[config.mk]
export PLATFORM = sky130hd
export DESIGN_NAME = pipe_skid_stage
export DESIGN_NICKNAME = d
export VERILOG_FILES = /design/src/rtl/pipe_skid_stage.sv
export SDC_FILE = /design/constraint.sdc
export NUM_CORES = 1
export LEC_CHECK = 0
export ABC_AREA = 1
export BUFFER_PORTS_ARGS = -buffer_cell sky130_fd_sc_hd__buf_4
export CAP_MARGIN = 20
export CORE_MARGIN = 2
export CORE_UTILIZATION = 48
export CTS_CLUSTER_DIAMETER = 150
export CTS_CLUSTER_SIZE = 25
export DETAILED_ROUTE_END_ITERATION = 7
export PLACE_DENSITY = 0.81
export SLEW_MARGIN = 0
export SYNTH_ARGS = -nofsm -noshare
export SYNTH_HDL_FRONTEND = slang
export SYNTH_SLANG_ARGS = --single-unit
[constraint.sdc]
create_clock -name clk -period 1.3 [get_ports clk]
set_input_delay 0.195 -clock clk [delete_from_list [all_inputs] [get_ports clk]]
set_output_delay 0.195 -clock clk [all_outputs]
set_load 0.03 [all_outputs]
[src/rtl/pipe_skid_stage.sv]
// Elastic valid/ready pipeline stage with a two-entry skid buffer and a registered in_ready.
// Optional saturating stall counter (stall_cnt, CNT_W) built when PIPE_STALL_CNT_EN is defined.
module pipe_skid_stage #(
  parameter int unsigned WIDTH = 16
`ifdef PIPE_STALL_CNT_EN
  ,
  parameter int unsigned CNT_W = 8
`endif
) (
  input  logic             clk,
  input  logic             rst,
  input  logic             flush,
  input  logic             in_valid,
  output logic             in_ready,
  input  logic [WIDTH-1:0] in_data,
  output logic             out_valid,
  input  logic             out_ready,
  output logic [WIDTH-1:0] out_data
`ifdef PIPE_STALL_CNT_EN
  ,
  output logic [CNT_W-1:0] stall_cnt
`endif
);

  typedef enum logic [1:0] {
    ST_EMPTY = 2'd0,
    ST_BUSY  = 2'd1,
    ST_FULL  = 2'd2
  } state_t;

  state_t           r_state;
  state_t           w_state_nxt;
  logic [WIDTH-1:0] r_main;
  logic [WIDTH-1:0] r_skid;
  logic [WIDTH-1:0] w_main_nxt;
  logic [WIDTH-1:0] w_skid_nxt;
  logic             r_out_valid;
  logic             r_in_ready;
  logic             w_out_valid_nxt;
  logic             w_in_ready_nxt;

  // State, storage and handshake flags; handshake flags are decoded from the next state
  // so both outputs come straight from flops.
  always_ff @(posedge clk) begin
    if (rst) begin
      r_state     <= ST_EMPTY;
      r_main      <= '0;
      r_skid      <= '0;
      r_out_valid <= 1'b0;
      r_in_ready  <= 1'b1;
    end else begin
      r_state     <= w_state_nxt;
      r_main      <= w_main_nxt;
      r_skid      <= w_skid_nxt;
      r_out_valid <= w_out_valid_nxt;
      r_in_ready  <= w_in_ready_nxt;
    end
  end

  // Next-state and storage update; vacated registers are zeroed so idle out_data reads 0.
  always_comb begin
    w_state_nxt = r_state;
    w_main_nxt  = r_main;
    w_skid_nxt  = r_skid;

    case (r_state)
      ST_EMPTY: begin
        if (in_valid) begin
          w_state_nxt = ST_BUSY;
          w_main_nxt  = in_data;
        end
      end
      ST_BUSY: begin
        if (in_valid && out_ready) begin
          w_main_nxt = in_data;
        end else if (in_valid) begin
          w_state_nxt = ST_FULL;
          w_skid_nxt  = in_data;
        end else if (out_ready) begin
          w_state_nxt = ST_EMPTY;
          w_main_nxt  = '0;
        end
      end
      ST_FULL: begin
        if (out_ready) begin
          w_state_nxt = ST_BUSY;
          w_main_nxt  = r_skid;
          w_skid_nxt  = '0;
        end
      end
      default: begin
        w_state_nxt = ST_EMPTY;
        w_main_nxt  = '0;
        w_skid_nxt  = '0;
      end
    endcase

    if (flush) begin
      w_state_nxt = ST_EMPTY;
      w_main_nxt  = '0;
      w_skid_nxt  = '0;
    end

    w_out_valid_nxt = (w_state_nxt != ST_EMPTY);
    w_in_ready_nxt  = (w_state_nxt != ST_FULL);
  end

  assign in_ready  = r_in_ready;
  assign out_valid = r_out_valid;
  assign out_data  = r_main;

`ifdef PIPE_STALL_CNT_EN
  logic [CNT_W-1:0] r_stall_cnt;
  logic             w_stall_sat;

  assign w_stall_sat = &r_stall_cnt;

  // Counts output-side stall cycles; survives flush so debug totals span pipeline flushes.
  always_ff @(posedge clk) begin
    if (rst) begin
      r_stall_cnt <= '0;
    end else if (r_out_valid && !out_ready && !w_stall_sat) begin
      r_stall_cnt <= r_stall_cnt + CNT_W'(1);
    end
  end

  assign stall_cnt = r_stall_cnt;
`endif

endmodule

======== Word level (Yosys, flattened, before mapping) ========
Index checks and enable logic that the tools add are counted.
operators by class
  reduce and logical (&&, ||, !) cells .... 6
  bitwise logic cells ..................... 1
  multiplexer cells ....................... 15
  eq/ne operators ......................... 9
operators by type and width
  cell                  number
  $mux W16              6
  $pmux W16 S3          2
  $mux W2               6
  $ne A2 B2 Y1 const B  5
  $reduce_and A4 Y1     2
  $ne A3 B3 Y1 const B  2
  $pmux W2 S3           1
  $eq A2 B1 Y1 const B  1
  $eq A2 B2 Y1 const B  1
  $logic_not A2 Y1      1
  $reduce_bool A2 Y1    1
  $reduce_or A2 Y1      1
  $logic_and A1 B1 Y1   1
  $not A1 Y1            1
storage, ports and cells
  logic and storage cells ................. 36
  input port bits ......................... 21
  bits in registers ....................... 36
  output and inout port bits .............. 18

======== Longest topological paths before layout ========
  word-level depth ........................ 6
  gate-level depth with buffers ........... 8

======== Worst setup path after synthesis ========
No wires, ideal clock.
  kind .................................... register to register
  start ................................... reg r_state[0]
  end ..................................... reg r_main[0] (netlist: out_data[0])
  data required time ...................... 1167 ps
  period minus slack after synthesis ...... 1236 ps
  cell stages (with the launch flop) ...... 9
  path slack .............................. 64 ps
  arrival ................................. 1103 ps
  path buffers ............................ 2
  cells stage by stage .................... dfxtp_1 buf_4 nor2_4 inv_1 nand3_1 nand2_4 buf_6 nand2_1 a21oi_2
between the ends
  longest elaborated chain between the ends .. 3
  elaborated cells on any way between the ends .. 9
  those cells by class .................... eq/ne: 6; mux: 1; reduce/logical: 2
ends and longest elaborated chain
  item                                                                  line  source
  from (decl)                                                           31    state_t r_state;
  from (signal assigned)                                                52    r_state <= w_state_nxt;
  $eq A2 B1 Y1 (tied with other cells)                                  66    case (r_state)
  $ne A3 B3 Y1 (no source line) / $ne A2 B2 Y1 (equally long branches)  n/a
  $reduce_and A4 Y1 (no source line)                                    n/a
  to (signal assigned)                                                  53    r_main <= w_main_nxt;
  to (decl)                                                             33    logic [WIDTH-1:0] r_main;
Parallel ways exist; a longest one is shown, timed or not.
A chain may end at the register's enable or synchronous reset.

======== Worst setup path in the final report ========
  start ................................... reg r_state[0]
  end ..................................... reg r_main[4] (netlist: out_data[4])
The elaborated chain is that of the path after synthesis.

==> flow_metrics.py <==
metrics = {
    "job": {
        "maxCapViolations": 0,
    },
    "setup_path": {
        "reg2reg_setup_slack_ns": 0.07,
        "r2r_end": "out_data[4]$_SDFFE_PP0P_",
        "worstSetupStartpoint": "r_state[0]$_SDFF_PP0_",
        "arrival_ns": 1.49,
        "critPathCapture": "out_data[4]$_SDFFE_PP0P_",
        "cp_max_fo": 10,
        "required_ns": 1.57,
        "path_class": "reg2reg",
        "cp-end-kind": "flip-flop",
        "reg2reg_from": "r_state[0]$_SDFF_PP0_",
        "cp-start-kind": "flip-flop",
        "worst-r2r-cell-count": 7,
    },
    "layout": {
        "drive_above_1_share_pct": 25.2,
        "num_antenna_cells": 0,
        "nNetsFinal": 329,
        "areaGrowthSynthToFinish_pct": 29.1,
        "fin_area_sq_um": 2230,
        "final_util_pct": 65.7,
        "fin_cells": 355,
    },
    "detailed_routing": {
        "wl_microns": 4280,
        "drc": 0,
        "first_pass_iters": 4,
        "drtAntennaViolNets": 0,
        "drt_first_iter_violations": 124,
        "vias": 1739,
        "wire_per_inst_microns": 12.1,
        "vias_per_cell": 4.90,
    },
    "timing": {
        "max_slew.worst_pin.slew_ns": 0.367,
        "finalSetupTns_ns": 0,
        "hold_viol_final": 0,
        "min_period_over_period_pct": 94.2,
        "hold_ws_ns": 0.0136,
        "worst_slack_ns": 0.0750,
        "slew_viol_final": 0,
        "period_minus_slack_ns": 1.23,
        "finalSetupViolations": 0,
        "max_freq_mhz": 816,
        "clock_skew_ns": 0.0143,
        "slew_headroom_pct": 75.4,
    },
    "clocking": {
        "cts.htree.levels": 2,
        "cts-root-buf": "clkbuf_4",
        "cts_buffer_depth": 2,
        "cts_tree": "yes",
        "cts_buffers": 5,
        "insertion_delay_ns": 0.35,
        "cts.reportedPaths.clkPinSlew_ns": 0.11,
        "ctsHoldBuffers": 0,
        "clock_sinks": 36,
    },
    "min_path": {
        "hold_path.class": "in2reg",
    },
    "power_and_ir_drop": {
        "p_int_mw": 1.69,
        "p_switching_mw": 0.623,
        "power.share.sequential_pct": 49.4,
        "p_clk_share_pct": 33.7,
        "ir_drop_uv": 556,
        "share_comb_of_total_power_pct": 16.9,
        "power_mw": 2.31,
        "switching_share_pct": 27.0,
        "power.leakage_nw": 1.07,
        "p_per_area_nw_per_um2": 1040,
    },
    "synth": {
        "synth_common_cells": "nand2_1, nor2_1, dfxtp_1, a21oi_1, nand3_1",
        "syn_nets": 279,
        "synth_edf_count": 0,
        "yosysMostFrequentCell": "nand2_1",
        "yosysUniqueCellTypes": 20,
        "synth_top_area_share_pct": 41.7,
        "syn_inst": 258,
        "synth_area_leaders": "dfxtp_1, nand2_1, nor2_1",
        "synth_top_area_cell": "dfxtp_1",
        "syn_area_sq_um": 1730,
        "yosysSeqAreaShare_pct": 41.7,
        "syn_area_per_cell_sq_um": 6.69,
        "synth_top_flop_cell": "dfxtp_1",
        "yosys_register_bits": 36,
        "yosys_warnings": 0,
        "synthArstFlopShare_pct": 0,
    },
    "placement": {
        "dp.cells": 344,
        "pre_cts_slack_ns": -0.0738,
        "place_congestion": 0.808,
        "place_area_sq_um": 2090,
        "placement.io_buffers": 38,
        "dp_hpwl_microns": 2950,
    },
    "die": {
        "fp-row-count": 21,
        "core_sq_um": 3390,
        "die_w_microns": 64.0,
        "die_y_microns": 64.0,
        "initial_core_util_pct": 50.9,
        "design.die.area_sq_um": 4090,
        "num_io_pins": 39,
    },
    "global_routing": {
        "grt_pass1_wl_microns": 7270,
        "grt_pass1_vias": 1569,
        "grt_max_degree": 17,
        "grtUsageTotal_pct": 22.6,
        "grt-ovfl-total": 0,
        "antenna_found_initial": 0,
    },
    "outcome": {
        "outcome": "finished clean",
    },
}
[worst min path at each step]
stage	start	endpoint	slack [ns]	cells after the start
floorplan	rst	out_valid$_SDFF_PP0_	0.27	1
global placement	rst	out_valid$_SDFF_PP0_	0.37	2
detailed placement	rst	out_valid$_SDFF_PP0_	0.37	2
CTS	rst	out_valid$_SDFF_PP0_	0.03	2
global route	rst	r_state[0]$_SDFF_PP0_	0.01	2
finish	rst	r_state[0]$_SDFF_PP0_	0.01	2
[power groups by stage]
stage | combinational, mW | clock, mW | sequential, mW
after floorplan | 0.190 | 0 | 1.21
after global placement | 0.358 | 0 | 1.17
after detailed placement | 0.361 | 0 | 1.17
after CTS | 0.379 | 0.780 | 1.14
after global routing | 0.430 | 0.858 | 1.14
final | 0.390 | 0.779 | 1.14
[cell usage in the layout, fill, tap and decap left out, types with 3 or more instances in the layout]
cell,Yosys,layout
o21ai_0,18,18
a21oi_2,3,3
buf_4,5,51
clkbuf_4,0,5
dfxtp_1,36,34
inv_2,3,3
nor2_4,3,4
inv_1,15,15
nand3_1,19,18
nor2_1,46,46
nand2_1,75,74
a21oi_1,20,20
nor3_1,3,3
nand2_4,2,3
[worst max-delay path: stages (launching register included)]
cell	delay, ns
dfxtp_2	0.35
buf_4	0.16
nor2_4	0.12
buf_4	0.18
nand2_1	0.07
nand2_1	0.09
nand2_1	0.06
a21oi_1	0.13
[cell type report]
cell class                      count  area (sq um)
Timing Repair Buffer               52           403
Tap cell                           46          57.6
Fill cell                         312          1160
Clock inverter                      2          35.0
Multi-Input combinational cell    193           888
Clock buffer                        6          41.3
Inverter                           20          77.6
Sequential cell                    36           726
[state kept, by name (all words and copies together), names as in the netlist]
signal     count
r_state        2
out_data      16
in_ready       1
r_skid        16
out_valid      1
[cells by family after synthesis]
logic type | Yosys count | synth area share (%)
buffers and inverters | 30 | 8.62
DFF | 36 | 41.7
and+or+nand+nor | 149 | 36.3
AOI/OAI and AO/OA | 43 | 13.3
[metal layers]
metal	vias to the layer above	GRT usage, %	wire length (microns)
li1	913	-	-
met1	774	30.8	1940
met2	48	35.5	2060
met3	4	3.70	231
met4	0	8.97	56
met5	-	0	0
[repair_timing]
| action | in CTS | in global routing |
|---|---|---|
| buffers inserted | 2 | 0 |
| pin swaps | 1 | 1 |
| gates resized for setup | 2 | 6 |
| cloned | 0 | 1 |
| setup endpoints to repair | 23 | 19 |
Note: power is estimated with default switching activity, not from simulation.
